<file path="config.mk">
export PLATFORM = sky130hd
export DESIGN_NAME = uart_tx_arbiter
export DESIGN_NICKNAME = d
export VERILOG_FILES = /design/src/rtl/uart_frame_pkg.sv /design/src/rtl/rr_arbiter.sv /design/src/rtl/uart_tx_arbiter.sv
export SDC_FILE = /design/constraint.sdc
export NUM_CORES = 1
export LEC_CHECK = 0
export ABC_AREA = 1
export CAP_MARGIN = 10
export CORE_MARGIN = 8
export CORE_UTILIZATION = 25
export DETAILED_ROUTE_END_ITERATION = 7
export PLACE_DENSITY = 0.61
export SYNTH_ARGS = -nofsm -noshare
export SYNTH_HDL_FRONTEND = slang
export SYNTH_SLANG_ARGS = --single-unit
</file>
<file path="constraint.sdc">
create_clock -name clk -period 2.6 [get_ports clk]
set_input_delay 0.52 -clock clk [delete_from_list [all_inputs] [get_ports clk]]
set_output_delay 0.52 -clock clk [all_outputs]
set_load 0.01 [all_outputs]
</file>
<file path="src/rtl/uart_frame_pkg.sv">
// uart_frame_pkg: SLIP-style framing constants, arbiter FSM states and source indices.
package uart_frame_pkg;
  localparam logic [7:0] FRAME_DELIM = 8'h7E;
  localparam logic [7:0] FRAME_ESC   = 8'h7D;
  localparam logic [7:0] ESC_XOR     = 8'h20;
  localparam int SRC_RESPONSE = 0;
  localparam int SRC_PHY      = 1;
  localparam int SRC_OUTPUT   = 2;
  typedef enum logic [2:0] {
    ST_IDLE,
    ST_SOF,
    ST_TYPE,
    ST_LOAD,
    ST_DATA,
    ST_ESC,
    ST_EOF
  } arb_state_t;
  function automatic logic is_special(input logic [7:0] b);
    return (b == FRAME_DELIM) || (b == FRAME_ESC);
  endfunction
endpackage

</file>
<file path="src/rtl/rr_arbiter.sv">
// rr_arbiter: combinational round-robin pick of the first request strictly after the last grant.
module rr_arbiter #(
  parameter int NUM_SRC = 3,
  parameter int GW      = $clog2(NUM_SRC)
) (
  input  logic [NUM_SRC-1:0] i_req,
  input  logic [GW-1:0]      i_last_grant,
  output logic [GW-1:0]      o_grant,
  output logic               o_any
);
  function automatic logic [GW-1:0] cand(input logic [GW-1:0] last, input int k);
    int v;
    v = int'(last) + k;
    if (v >= NUM_SRC) v -= NUM_SRC;
    return GW'(v);
  endfunction
  // Walk offsets from farthest to nearest so the nearest requester wins.
  always_comb begin
    o_grant = i_last_grant;
    o_any   = |i_req;
    for (int k = NUM_SRC; k >= 1; k--)
      if (i_req[cand(i_last_grant, k)]) o_grant = cand(i_last_grant, k);
  end
endmodule

</file>
<file path="src/rtl/uart_tx_arbiter.sv">
// uart_tx_arbiter: packet-atomic round-robin mux of AXI-Stream sources onto the UART byte path,
// wrapping each packet as 7E, type, byte-stuffed payload, 7E.
module uart_tx_arbiter
  import uart_frame_pkg::*;
#(
  parameter int         DATA_WIDTH = 64,
  parameter int         NUM_SRC    = 3,
  parameter logic [7:0] TYPE_BASE  = 8'h01
) (
  input  logic                            clk,
  input  logic                            rst_n,
  input  logic [NUM_SRC*DATA_WIDTH-1:0]   s_tdata,
  input  logic [NUM_SRC*DATA_WIDTH/8-1:0] s_tkeep,
  input  logic [NUM_SRC-1:0]              s_tlast,
  input  logic [NUM_SRC-1:0]              s_tvalid,
  output logic [NUM_SRC-1:0]              s_tready,
  output logic [7:0]                      m_tdata,
  output logic                            m_tvalid,
  input  logic                            m_tready,
  output logic [$clog2(NUM_SRC)-1:0]      grant,
  output logic                            busy
);
  localparam int NB = DATA_WIDTH / 8;
  localparam int IW = (NB > 1) ? $clog2(NB) : 1;
  localparam int GW = $clog2(NUM_SRC);

  arb_state_t r_state, w_state_n;
  logic [7:0] r_tdata, w_tdata_n;
  logic r_tvalid, w_tvalid_n;
  logic [GW-1:0] r_grant, w_grant_n, r_last_grant, w_last_grant_n, w_pick;
  logic w_any;
  logic [DATA_WIDTH-1:0] r_data, w_data_n, w_sdata;
  logic [NB-1:0] r_keep, w_keep_n, w_skeep, w_rem;
  logic r_blast, w_blast_n, w_slast, w_svalid;
  logic [7:0] w_cbyte, w_nbyte, w_sbyte;
  logic w_xfer, w_adv;

  function automatic logic [IW-1:0] lowest(input logic [NB-1:0] k);
    logic [IW-1:0] r;
    r = '0;
    for (int i = NB - 1; i >= 0; i--) if (k[i]) r = IW'(i);
    return r;
  endfunction

  function automatic logic [7:0] get_byte(input logic [DATA_WIDTH-1:0] d, input logic [IW-1:0] i);
    return d[8*i +: 8];
  endfunction

  rr_arbiter #(.NUM_SRC(NUM_SRC), .GW(GW)) u_rr (
    .i_req        (s_tvalid),
    .i_last_grant (r_last_grant),
    .o_grant      (w_pick),
    .o_any        (w_any)
  );

  assign w_sdata  = s_tdata[r_grant*DATA_WIDTH +: DATA_WIDTH];
  assign w_skeep  = s_tkeep[r_grant*NB +: NB];
  assign w_slast  = s_tlast[r_grant];
  assign w_svalid = s_tvalid[r_grant];
  // r_keep still includes the byte on the wire; w_rem is what is left once it is gone.
  assign w_rem    = r_keep & (r_keep - 1'b1);
  assign w_cbyte  = get_byte(r_data, lowest(r_keep));
  assign w_nbyte  = get_byte(r_data, lowest(w_rem));
  assign w_sbyte  = get_byte(w_sdata, lowest(w_skeep));
  assign w_xfer   = r_tvalid & m_tready;
  assign w_adv    = w_xfer && ((r_state == ST_ESC) || (r_state == ST_DATA && !is_special(w_cbyte)));

  assign s_tready = (r_state == ST_LOAD) ? (NUM_SRC'(1) << r_grant) : '0;
  assign m_tdata  = r_tdata;
  assign m_tvalid = r_tvalid;
  assign grant    = r_grant;
  assign busy     = (r_state != ST_IDLE);

  always_ff @(posedge clk or negedge rst_n) begin
    if (!rst_n) begin
      r_state      <= ST_IDLE;
      r_tdata      <= '0;
      r_tvalid     <= 1'b0;
      r_grant      <= GW'(SRC_RESPONSE);
      r_last_grant <= GW'(NUM_SRC - 1);
      r_data       <= '0;
      r_keep       <= '0;
      r_blast      <= 1'b0;
    end else begin
      r_state      <= w_state_n;
      r_tdata      <= w_tdata_n;
      r_tvalid     <= w_tvalid_n;
      r_grant      <= w_grant_n;
      r_last_grant <= w_last_grant_n;
      r_data       <= w_data_n;
      r_keep       <= w_keep_n;
      r_blast      <= w_blast_n;
    end
  end

  // The state names what is currently presented on the registered byte output.
  always_comb begin
    w_state_n      = r_state;
    w_tdata_n      = r_tdata;
    w_tvalid_n     = r_tvalid;
    w_grant_n      = r_grant;
    w_last_grant_n = r_last_grant;
    w_data_n       = r_data;
    w_keep_n       = r_keep;
    w_blast_n      = r_blast;
    case (r_state)
      ST_IDLE: if (w_any) begin
        w_grant_n  = w_pick;
        w_state_n  = ST_SOF;
        w_tvalid_n = 1'b1;
        w_tdata_n  = FRAME_DELIM;
      end
      ST_SOF: if (w_xfer) begin
        w_state_n = ST_TYPE;
        w_tdata_n = TYPE_BASE + 8'(r_grant);
      end
      ST_TYPE: if (w_xfer) begin
        w_state_n  = ST_LOAD;
        w_tvalid_n = 1'b0;
      end
      ST_LOAD: if (w_svalid) begin
        w_data_n  = w_sdata;
        w_keep_n  = w_skeep;
        w_blast_n = w_slast;
        if (|w_skeep) begin
          w_state_n  = ST_DATA;
          w_tvalid_n = 1'b1;
          w_tdata_n  = is_special(w_sbyte) ? FRAME_ESC : w_sbyte;
        end else if (w_slast) begin
          w_state_n  = ST_EOF;
          w_tvalid_n = 1'b1;
          w_tdata_n  = FRAME_DELIM;
        end
      end
      ST_DATA: if (w_xfer && is_special(w_cbyte)) begin
        w_state_n = ST_ESC;
        w_tdata_n = w_cbyte ^ ESC_XOR;
      end
      ST_EOF: if (w_xfer) begin
        w_state_n      = ST_IDLE;
        w_tvalid_n     = 1'b0;
        w_last_grant_n = r_grant;
      end
      default: ;
    endcase
    if (w_adv) begin
      w_keep_n = w_rem;
      if (|w_rem) begin
        w_state_n = ST_DATA;
        w_tdata_n = is_special(w_nbyte) ? FRAME_ESC : w_nbyte;
      end else if (r_blast) begin
        w_state_n = ST_EOF;
        w_tdata_n = FRAME_DELIM;
      end else begin
        w_state_n  = ST_LOAD;
        w_tvalid_n = 1'b0;
      end
    end
  end
endmodule

</file>
## Word-level counts from Yosys, hierarchy flattened

Cells that the tools add are included.
Widths: inputs -> output; s select.

| cells by class | value |
|---|---|
| add/sub/neg operators | 8 |
| $mul | 0 |
| divide/modulo/power cells | 0 |
| order comparisons | 7 |
| eq/ne operators | 19 |
| shift operators | 6 |
| multiplexer cells | 77 |
| bitwise gates (word level) | 3 |
| reductions and logical operators | 22 |

Operators with widths:

| cell | count |
|---|---|
| $shiftx 192x9->64 | 1 |
| $shiftx 64x7->8 | 3 |
| $mux 8 | 14 |
| $mux 3 | 36 |
| $eq 8x7->1 const B | 6 |
| $pmux 8 s4 | 1 |
| $shiftx 24x6->8 | 1 |
| $pmux 3 s6 | 1 |
| $reduce_or 8->1 | 2 |
| $mux 1 | 13 |
| $lt 2x3->1 const B | 4 |
| $mux 2 | 6 |
| $ne 3x3->1 const B | 4 |
| $bmux 1 s2 | 5 |
| $eq 3x3->1 const B | 3 |
| $ge 3x2->1 const B | 3 |
| $and 8x8->8 | 1 |
| $reduce_and 2->1 | 4 |
| $reduce_and 8->1 | 1 |
| $sub 8x1->8 const B | 1 |
| $reduce_bool 7->1 | 1 |
| $add 2x2->3 const B | 2 |
| $eq 3x2->1 const B | 2 |
| $ne 3x2->1 const B | 2 |
| 17 further kinds | 25 |

| word-level totals | value |
|---|---|
| flip-flop bits (word level) | 89 |
| bits in latches | 0 |
| bits in writable memories | 0 |
| memory bits (read-only) | 0 |
| input bits | 225 |
| logic and storage cells | 150 |
| memories | 0 |

## Longest topological paths before layout

Gate-level depths: netlist of the first run.

| logic depth | value |
|---|---|
| word-level depth | 19 |
| mapped depth | 27 |

## Cells and area by module

A second synthesis of the first run with hierarchy kept.

| second synthesis, totals | value |
|---|---|
| cells, all modules | 1343 |
| area, all modules | 7881.3 µm² |

Modules (own cells, without submodules):

| module | instances | cells each | area each (µm²) | sequential area each (µm²) |
|---|---|---|---|---|
| uart_tx_arbiter | 1 | 1305 | 7696.1 | 2228.4 |
| rr_arbiter | 1 | 38 | 185.2 | 0.0 |

## Worst setup path after synthesis of the first run

No wires, ideal clock.

| timing | value |
|---|---|
| kind | flip-flop to flip-flop |
| start | register r_grant[1], in the netlist grant[1] |
| end | register r_tdata[1], in the netlist m_tdata[1] |
| library setup time | 0.113 ns |
| arrival time | 2.509 ns |
| data required time | 2.487 ns |
| setup slack | -0.022 ns |
| stages on the path, launching flop included | 24 |
| buffers on the path | 2 |
| clock period less this slack | 2.622 ns |
| cell sequence | dfrtp_1 buf_2 clkinv_1 a21oi_1 nand2_1 nand2_1 nand2_1 nand2_1 nand2_1 nand2_1 clkbuf_1 nand3_1 nand3_1 nand3_1 nand2_1 nand2_1 nor2_1 nand3_1 nand2_1 nand2_1 nand2_1 nand3_1 nand2_1 inv_1 |

| between the ends | value |
|---|---|
| longest elaborated chain between the ends | 19 |
| elaborated cells on any way between the ends | 29 |
| those cells by class | 1 x add/sub; 2 x eq/ne; 3 x shift; 21 x mux; 2 x reduce/logical |

RTL lines:

| item | line | RTL |
|---|---|---|
| start: declaration | uart_tx_arbiter.sv:30 | `logic [GW-1:0] r_grant, w_grant_n, r_last_grant, w_last_grant_n, w_pick;` |
| start signal: assignment | uart_tx_arbiter.sv:79 | `r_grant <= GW'(SRC_RESPONSE);` |
| start signal: assignment | uart_tx_arbiter.sv:88 | `r_grant <= w_grant_n;` |
| $shiftx 24x6->8 | uart_tx_arbiter.sv:57 | `assign w_skeep = s_tkeep[r_grant*NB +: NB];` |
| $mux 3 (8 in a row) | uart_tx_arbiter.sv:41 | `for (int i = NB - 1; i >= 0; i--) if (k[i]) r = IW'(i);` |
| $shiftx 64x7->8 | uart_tx_arbiter.sv:46 | `return d[8*i +: 8];` |
| $eq 8x7->1 | uart_frame_pkg.sv:19 | `return (b == FRAME_DELIM) \|\| (b == FRAME_ESC);` |
| $logic_or 1x1->1 | uart_frame_pkg.sv:19 |  |
| $mux 8 | uart_tx_arbiter.sv:128 | `w_tdata_n = is_special(w_sbyte) ? FRAME_ESC : w_sbyte;` |
| $mux 8 | uart_tx_arbiter.sv:125 | `if (\|w_skeep) begin` |
| $mux 8 | uart_tx_arbiter.sv:121 | `ST_LOAD: if (w_svalid) begin` |
| $pmux 8 s4 * | uart_tx_arbiter.sv:106 | `case (r_state)` |
| $mux 8 | uart_tx_arbiter.sv:151 | `end else if (r_blast) begin` |
| $mux 8 | uart_tx_arbiter.sv:148 | `if (\|w_rem) begin` |
| $mux 8 * | uart_tx_arbiter.sv:146 | `if (w_adv) begin` |
| named net w_tdata_n[1] | uart_tx_arbiter.sv:28 | `logic [7:0] r_tdata, w_tdata_n;` |
| end signal: assignment | uart_tx_arbiter.sv:86 | `r_tdata <= w_tdata_n;` |
| end: declaration | uart_tx_arbiter.sv:28 |  |

Mark *: on every way through the listed nets, which the timed path passes. The rest lies on a longest branch. The select of a mux whose other input is x is not followed.
A chain may end at the register's enable or synchronous reset.

## Worst setup path after layout of the first run

| timing | value |
|---|---|
| start | register r_keep[0] |
| end | register r_tdata[1], in the netlist m_tdata[1] |

| between the ends | value |
|---|---|
| longest elaborated chain between the ends | 16 |
| elaborated cells on any way between the ends | 31 |
| those cells by class | 1 x add/sub; 4 x eq/ne; 2 x shift; 15 x mux; 1 x bitwise; 8 x reduce/logical |

RTL lines:

| item | line | RTL |
|---|---|---|
| start: declaration | uart_tx_arbiter.sv:33 | `logic [NB-1:0] r_keep, w_keep_n, w_skeep, w_rem;` |
| start signal: assignment | uart_tx_arbiter.sv:91 | `r_keep <= w_keep_n;` |
| $sub 8x1->8 | uart_tx_arbiter.sv:61 | `assign w_rem = r_keep & (r_keep - 1'b1);` |
| $and 8x8->8 | uart_tx_arbiter.sv:61 |  |
| $mux 3 (8 in a row) | uart_tx_arbiter.sv:41 |  |
| $shiftx 64x7->8 | uart_tx_arbiter.sv:46 |  |
| $eq 8x7->1 | uart_frame_pkg.sv:19 |  |
| $logic_or 1x1->1 | uart_frame_pkg.sv:19 |  |
| $mux 8 | uart_tx_arbiter.sv:150 | `w_tdata_n = is_special(w_nbyte) ? FRAME_ESC : w_nbyte;` |
| $mux 8 | uart_tx_arbiter.sv:148 |  |
| $mux 8 * | uart_tx_arbiter.sv:146 |  |
| named net w_tdata_n[1] | uart_tx_arbiter.sv:28 |  |

Mark *: on every way through the listed nets, which the timed path passes. The rest lies on a longest branch.

==> results of run 1 <==
[registers in the layout, summed over array words and instances (netlist names)]
signal	cells
r_last_grant	2
m_tvalid	1
r_blast	1
m_tdata	8
r_state	3
r_data	64
grant	2
r_keep	8
[per-stage QoR]
stage	instance area (um2)	utilization [%]	setup TNS [ps]	setup slack, ps	hold WS [ps]
floorplan	7800	-	0	21.5	224
global placement	12000	39.2	-5560	-487	470
detailed placement	12000	39.2	-5860	-501	474
CTS	12600	41.2	-471	-113	209
global route	13400	43.6	-4360	-379	240
finish	13400	43.6	-1270	-214	178
[power groups by stage]
stage | registers [mW] | logic (mW) | clock network (mW)
floorplan | 2.44 | 6.74 | 0
global placement | 2.55 | 12.6 | 0
detailed placement | 2.56 | 12.7 | 0
CTS | 2.56 | 13.6 | 1.41
global route | 2.69 | 17.1 | 1.46
finish | 2.61 | 15.8 | 1.40
[final cells by class]
cell class | instances | area (um2)
inverter | 125 | 484
sequential | 89 | 2230
timing repair buffer | 468 | 4650
fill | 3078 | 17300
clock inverter | 4 | 51.3
clock buffer | 11 | 253
tap | 396 | 495
multi-input combinational | 1010 | 5210
[critical path, cell delays in order (launching register included)]
cell     delay, ps
dfrtp_1        400
nor2_2         180
nand2_2        100
nor2_4         140
buf_6          110
nand2_2         30
nand2_1         80
o21ai_1         70
nand2_1         60
nand2_1         50
nand2_2         80
nand2_4         60
buf_6          130
buf_16         130
buf_4          140
nand2_1         60
o21ai_0         90
nand2_1         90
nand3_2         70
nand2_2        110
nand2_1        100
nor2_2         110
nand3_2        100
nand2_1         80
nand2_1         50
nand2_1         50
inv_1           40
[layer usage]
layer / routed length [um] / track usage, % / up-vias
met2: 18200 / 32.1 / 492
li1: - / - / 5121
met4: 1350 / 7.46 / 0
met1: 15300 / 23.6 / 4882
met3: 3140 / 4.59 / 91
met5: 0 / 0 / -
[cells by family after synthesis]
| kind of cell | share of synthesized area, % |
|---|---|
| adder cells (fa/ha/maj) | 1.12 |
| AO/OA/AOI/OAI | 23.3 |
| flip-flops | 28.6 |
| buffers and inverters | 10.4 |
| AND/OR/NAND/NOR | 36.6 |
[worst paths after layout]
check	end	slack, ps	depth (start not counted)
setup reg to reg	m_tdata[1]	-210	26
max in group asynchronous	r_data[27]	1730	2
min in group clk	r_data[47]	490	2
setup / recovery	m_tdata[1]	-210	26
hold / removal	r_state[0]	180	1
hold reg to reg	r_data[47]	490	2
[cells in the mapped netlist (2+ instances only)]
master / instances
nand2_1: 388
o21ai_0: 209
nand3_1: 157
nor2_1: 116
inv_1: 114
dfrtp_1: 88
clkbuf_1: 40
a21oi_1: 31
o211ai_1: 20
buf_2: 18
a2bb2oi_1: 16
o221ai_1: 11
buf_1: 10
inv_2: 10
nand4_1: 8
ha_1: 7
o21ai_1: 7
nor3_1: 5
buf_4: 4
buf_6: 3
nor2_2: 3
or2_2: 3
a221oi_1: 2
a31o_2: 2
a31oi_1: 2
nand2_2: 2
nor2_4: 2
o22ai_1: 2
o31ai_1: 2
[repair_timing]
action,in CTS,in global routing
resized for setup,63,119
cloned,3,10
pin swaps,11,54
setup endpoints to repair,20,23
buffers inserted,7,19
==> summary.md, run 1 <==
| Metric | Value |
|---|---|
| Leak | 6.12 nW |
| Actual slew at the worst max-slew pin | 731 ps |
| Num rows | 64 |
| Cells after synthesis | 1299 |
| Total power per unit cell area | 1480 mW/mm2 |
| Post-synthesis register bit count | 89 |
| Largest net degree at the start of global routing | 65 |
| Status | complete, but fails checks |
| Switching Fraction | 49.3% |
| Initial Util | 25.4% |
| Critical Path Sink Type | register |
| Ranking of synthesized cells by area | dfrtp_1, nand2_1, o21ai_0, nand3_1, nor2_1 |
| CP Class | register to register |
| Peak supply drop | 0.712 mV |
| Post-synthesis sequential area ratio | 28.6% |
| Placed cells | 2050 |
| Clock skew | 10.3 ps |
| Switching power | 9.78 mW |
| Post-DP HPWL | 28300 um |
| Post-synth top area share | 28.2% |
| Drt total wl | 38000 um |
| CTS tree | built |
| Synthesis Warnings | 0 |
| Reg clk slew, reported paths | 70 ps |
| Vias/cell | 5.03 |
| GP Congestion | 0.943 |
| R2r startpoint | r_keep[0] |
| Clk sinks | 89 |
| Fmax achieved | 355 MHz |
| N_diodes | 0 |
| Cell Int Power | 10.0 mW |
| Core outline area | 0.0307 mm2 |
| Worst EP arrival | 3080 ps |
| Slew Viols, Final | 0 |
| Final net count | 1935 |
| Hold crit path type | input pin to async pin |
| Post-route DRC | 0 |
| Total CTS buffers | 9 |
| Post-DR wirelength/cell | 18.1 um |
| Via count | 10600 |
| Initial antenna violation count | 0 |
| First-pass GRT wire length | 56800 um |
| Max_cap viols | 0 |
| Final setup viols | 15 |
| Comb power frac | 79.8% |
| Number of flops mapped to enable cells by yosys | 0 |
| Netlist cell types | 46 |
| Post-Syn Nets | 1531 |
| Failing checks | setup timing |
| Leading area contributor after synthesis | dfrtp_1 |
| Minimum clock period | 2810 ps |
| Clk_lat worst skew | 360 ps |
| Initial DRT Pass Iterations | 7 |
| Commonest non-fill, non-tap cell in the layout | nand2_1 |
| Clock share of power | 7.0% |
| Drt initial violations | 781 |
| Setup slack after layout | -214 ps |
| Die area | 0.0371 mm2 |
| Critical Path Source | r_keep[0] |
| Hold Fails Final Rpt | 0 |
| Area growth syn-to-layout | 71.6% |
| Hold-fix buffers at CTS | 0 |
| IO Pins | 240 |
| Total grt overflow | 0 |
| Die Wd | 193 um |
| ANT nets after route | 0 |
| Slew HR | 51.2% |
| Sequential Power Share | 13.2% |
| RSZ-0062 raised after global routing | true |
| Buffer depth of the longest clock path | 2 |
| CTS root buf | clkbuf_16 |
| Power Total | 19.8 mW |
| Final Cycle Share | 108% |
| Port Buffer Count | 239 |
| H-tree levels | 3 |
| Most frequent cells in the layout | nand2_1, clkdlybuf4s50_1, o21ai_0 |
| Number of global-route vias before repair | 10500 |
| Crit path max fanout | 8 |
| Data required, critical path | 2860 ps |
| Crit start category | register |
| Fraction of layout cells with a size suffix above 1 | 22.1% |
| Synth async-reset ratio | 100% |
| GRT Total Usage | 19.2% |
| Die Span Y | 193 um |
| Non-Filler Instances | 2103 |
| Netlist Area Pre-Place | 0.00780 mm2 |
| Synth Flop Type | dfrtp_1 |
| Post-synthesis area per instance | 6.00 um2 |
No activity file was read; power rests on OpenSTA's default activity.
==> run 2: changes to the inputs <==
- CORE_MARGIN: 8 -> default
==> run 2 against run 1 <==
The flow still finishes with violations (setup timing); worst setup slack got worse by 29 ps; clock skew fell by 1.1 ps; clock power rose by 6%; maximum frequency fell by 1.0%; non-clock buffer count fell by 8; critical path type unchanged; critical endpoint is now m_tdata[2].
==> summary.md, run 2 (synthesis results as in run 1) <==
| Metric | Value |
|---|---|
| Status | complete, but fails checks (unchanged) |
| Failing checks | setup timing (unchanged) |
| Die area | 0.0319 mm2 (was 0.0371 mm2) |
| CP Depth | 21 (was 26) |
| Max_cap viols | 0 (unchanged) |
| Post-DP HPWL | 27300 um (was 28300 um) |
| N_diodes | 0 (unchanged) |
| Final Cycle Share | 109% (was 108%) |
| Drt initial violations | 861 (was 781) |
| Final net count | 1927 (was 1935) |
| Data required, critical path | 2860 ps (about the same) |
| Most frequent cells in the layout | nand2_1, clkdlybuf4s50_1, o21ai_0 (unchanged) |
| Hold crit path type | input pin to async pin (unchanged) |
| Setup slack after layout | -243 ps (was -214 ps) |
| Peak supply drop | 0.566 mV (was 0.712 mV) |
| Register area | 0.00223 mm2 (about the same) |
| Filler cell count in the final layout | 3098 (was 3078) |
| IO Pins | 240 (unchanged) |
| Area growth syn-to-layout | 70.4% (was 71.6%) |
| Setup slack, reg-to-reg | -240 ps (was -210 ps) |
| Reg2Reg Depth | 21 (was 26) |
| Total CTS buffers | 9 (unchanged) |
| GP Congestion | 0.935 (was 0.943) |
| Power Total | 19.3 mW (was 19.8 mW) |
| Initial antenna violation count | 0 (unchanged) |
| Fraction of layout cells with a size suffix above 1 | 20.8% (was 22.1%) |
| Clock skew | 9.22 ps (was 10.3 ps) |
| CP Class | register to register (unchanged) |
| Num rows | 64 (unchanged) |
| Largest net degree at the start of global routing | 67 (was 65) |
| Drt total wl | 36700 um (was 38000 um) |
| Hold Fails Final Rpt | 0 (unchanged) |
| WP buf/inv | 6 (was 5) |
| Core outline area | 0.0307 mm2 (unchanged) |
| Total grt overflow | 0 (unchanged) |
| Slew Viols, Final | 0 (unchanged) |
| CTS tree | built (unchanged) |
| Fmax achieved | 352 MHz (was 355 MHz) |
| Critical Path Source | r_keep[6] (was r_keep[0]) |
| Cell family with most CP delay | simple AND/OR/NAND/NOR gates (unchanged) |
| Port Buffer Count | 239 (unchanged) |
| Critical Path Sink Type | register (unchanged) |
| Buffer depth of the longest clock path | 2 (unchanged) |
| Slowest CP cell | dfrtp_1 (unchanged) |
| Crit path max fanout | 6 (was 8) |
| Most used cell, CP | nand2_2 (was nand2_1) |
| Die Span Y | 179 um (was 193 um) |
| Initial Util | 25.4% (unchanged) |
| Reg clk slew, reported paths | 70 ps (about the same) |
| Placement Setup Slack | -440 ps (was -501 ps) |
| ANT nets after route | 0 (unchanged) |
| Util after Layout | 43.3% (was 43.6%) |
| Commonest non-fill, non-tap cell in the layout | nand2_1 (unchanged) |
| R2r startpoint | r_keep[6] (was r_keep[0]) |
| Max FFs per register | 64 (unchanged) |
| CP Cell Sequence | buf_6 -> o21bai_4 -> a21oi_4 -> o21ai_4 -> nand2_4 -> buf_12 -> buf_16 -> o21ai_0 -> nand2_1 -> nand3_1 -> nand2_2 -> nand2_2 -> nor2_4 -> nand3_2 -> nand2_2 -> buf_8 -> nor2_4 -> buf_6 -> nand3b_1 -> nand2_1 -> inv_1 |
| Total power per unit cell area | 1450 mW/mm2 (was 1480 mW/mm2) |
| Final setup viols | 20 (was 15) |
| Area occupied by multi-input gates | 0.00515 mm2 (was 0.00521 mm2) |
| Die Wd | 179 um (was 193 um) |
| Top reg by flops | r_data (unchanged) |
| Worst setup endpoint | m_tdata[2] (was m_tdata[1]) |
| First-pass GRT wire length | 55800 um (was 56800 um) |
| Post-DR wirelength/cell | 17.5 um (was 18.1 um) |
| Number of global-route vias before repair | 10200 (was 10500) |
| Slew HR | 68.1% (was 51.2%) |
| Hold-fix buffers at CTS | 0 (unchanged) |
| Leak | 6.10 nW (was 6.12 nW) |
| H-tree levels | 3 (unchanged) |
| Post-route DRC | 0 (unchanged) |
| Crit-path max cell delay | 410 ps (was 400 ps) |
| CTS root buf | clkbuf_16 (unchanged) |
| RSZ-0062 raised after global routing | true (unchanged) |
| Worst EP arrival | 3100 ps (was 3080 ps) |
| Hold WS | 68.3 ps (was 178 ps) |
| Clk_lat worst skew | 360 ps (about the same) |
| GRT Total Usage | 22.6% (was 19.2%) |
| Actual slew at the worst max-slew pin | 474 ps (was 731 ps) |
| Via count | 10500 (was 10600) |
| Vias/cell | 5.02 (was 5.03) |
| Clk sinks | 89 (unchanged) |
| TNS Setup | -3380 ps (was -1270 ps) |
| FF-to-FF End | m_tdata[2] (was m_tdata[1]) |
| Crit start category | register (unchanged) |
| Initial DRT Pass Iterations | 5 (was 7) |
| Minimum clock period | 2840 ps (was 2810 ps) |
run 2: changes by cell type in the layout (fill, tap and decap cells not counted), moves of 3 or more:
cell     delta
buf_16      +3
buf_6       -7
nand2_1    +13
nand2_2    -14
nor2_1      +3
o21ai_0     +6
o21ai_1     -4
run 2: per-layer routing:
metal / up-vias / wire length (um) / track usage [%]
met5: - / 0 / 0
met4: 0 / 1560 / 8.69
met3: 106 / 2260 / 3.11
met2: 446 / 17400 / 37.8
met1: 4865 / 15500 / 29.4
li1: 5108 / - / -
run 2: how the worst min path moves through the flow:
stage | endpoint | start
after floorplan | grant[0] | rst_n
after global placement | grant[0] | rst_n
after detailed placement | grant[0] | rst_n
after CTS | grant[0] | rst_n
after global routing | grant[0] | rst_n
final | grant[0] | rst_n
run 2: layout make-up:
type / instances / share of cell area (%)
clock inverter: 5 / 0.584
sequential: 89 / 16.8
inverter: 125 / 3.72
clock buffer: 11 / 1.90
tap: 396 / 3.73
multi-input combinational: 1010 / 38.8
timing repair buffer: 460 / 34.5
run 2: timing repair:
item,in CTS,in global routing
gates cloned,4,6
setup endpoints to repair,20,23
setup buffers,4,10
pin swaps,15,35
gates resized for setup,48,100
run 2: power breakdown:
group          internal (mW)  switching, mW
sequential              2.03          0.593
clock                  0.892          0.593
combinational           6.79           8.38
total                   9.71           9.57
run 2: stage by stage:
step                      instance area, um2  instances
after floorplan                         7800       1299
after global placement                 12100       2056
after detailed placement               12100       2056
after CTS                              12700       2080
after global routing                   13300       2096
final                                  13300       2096
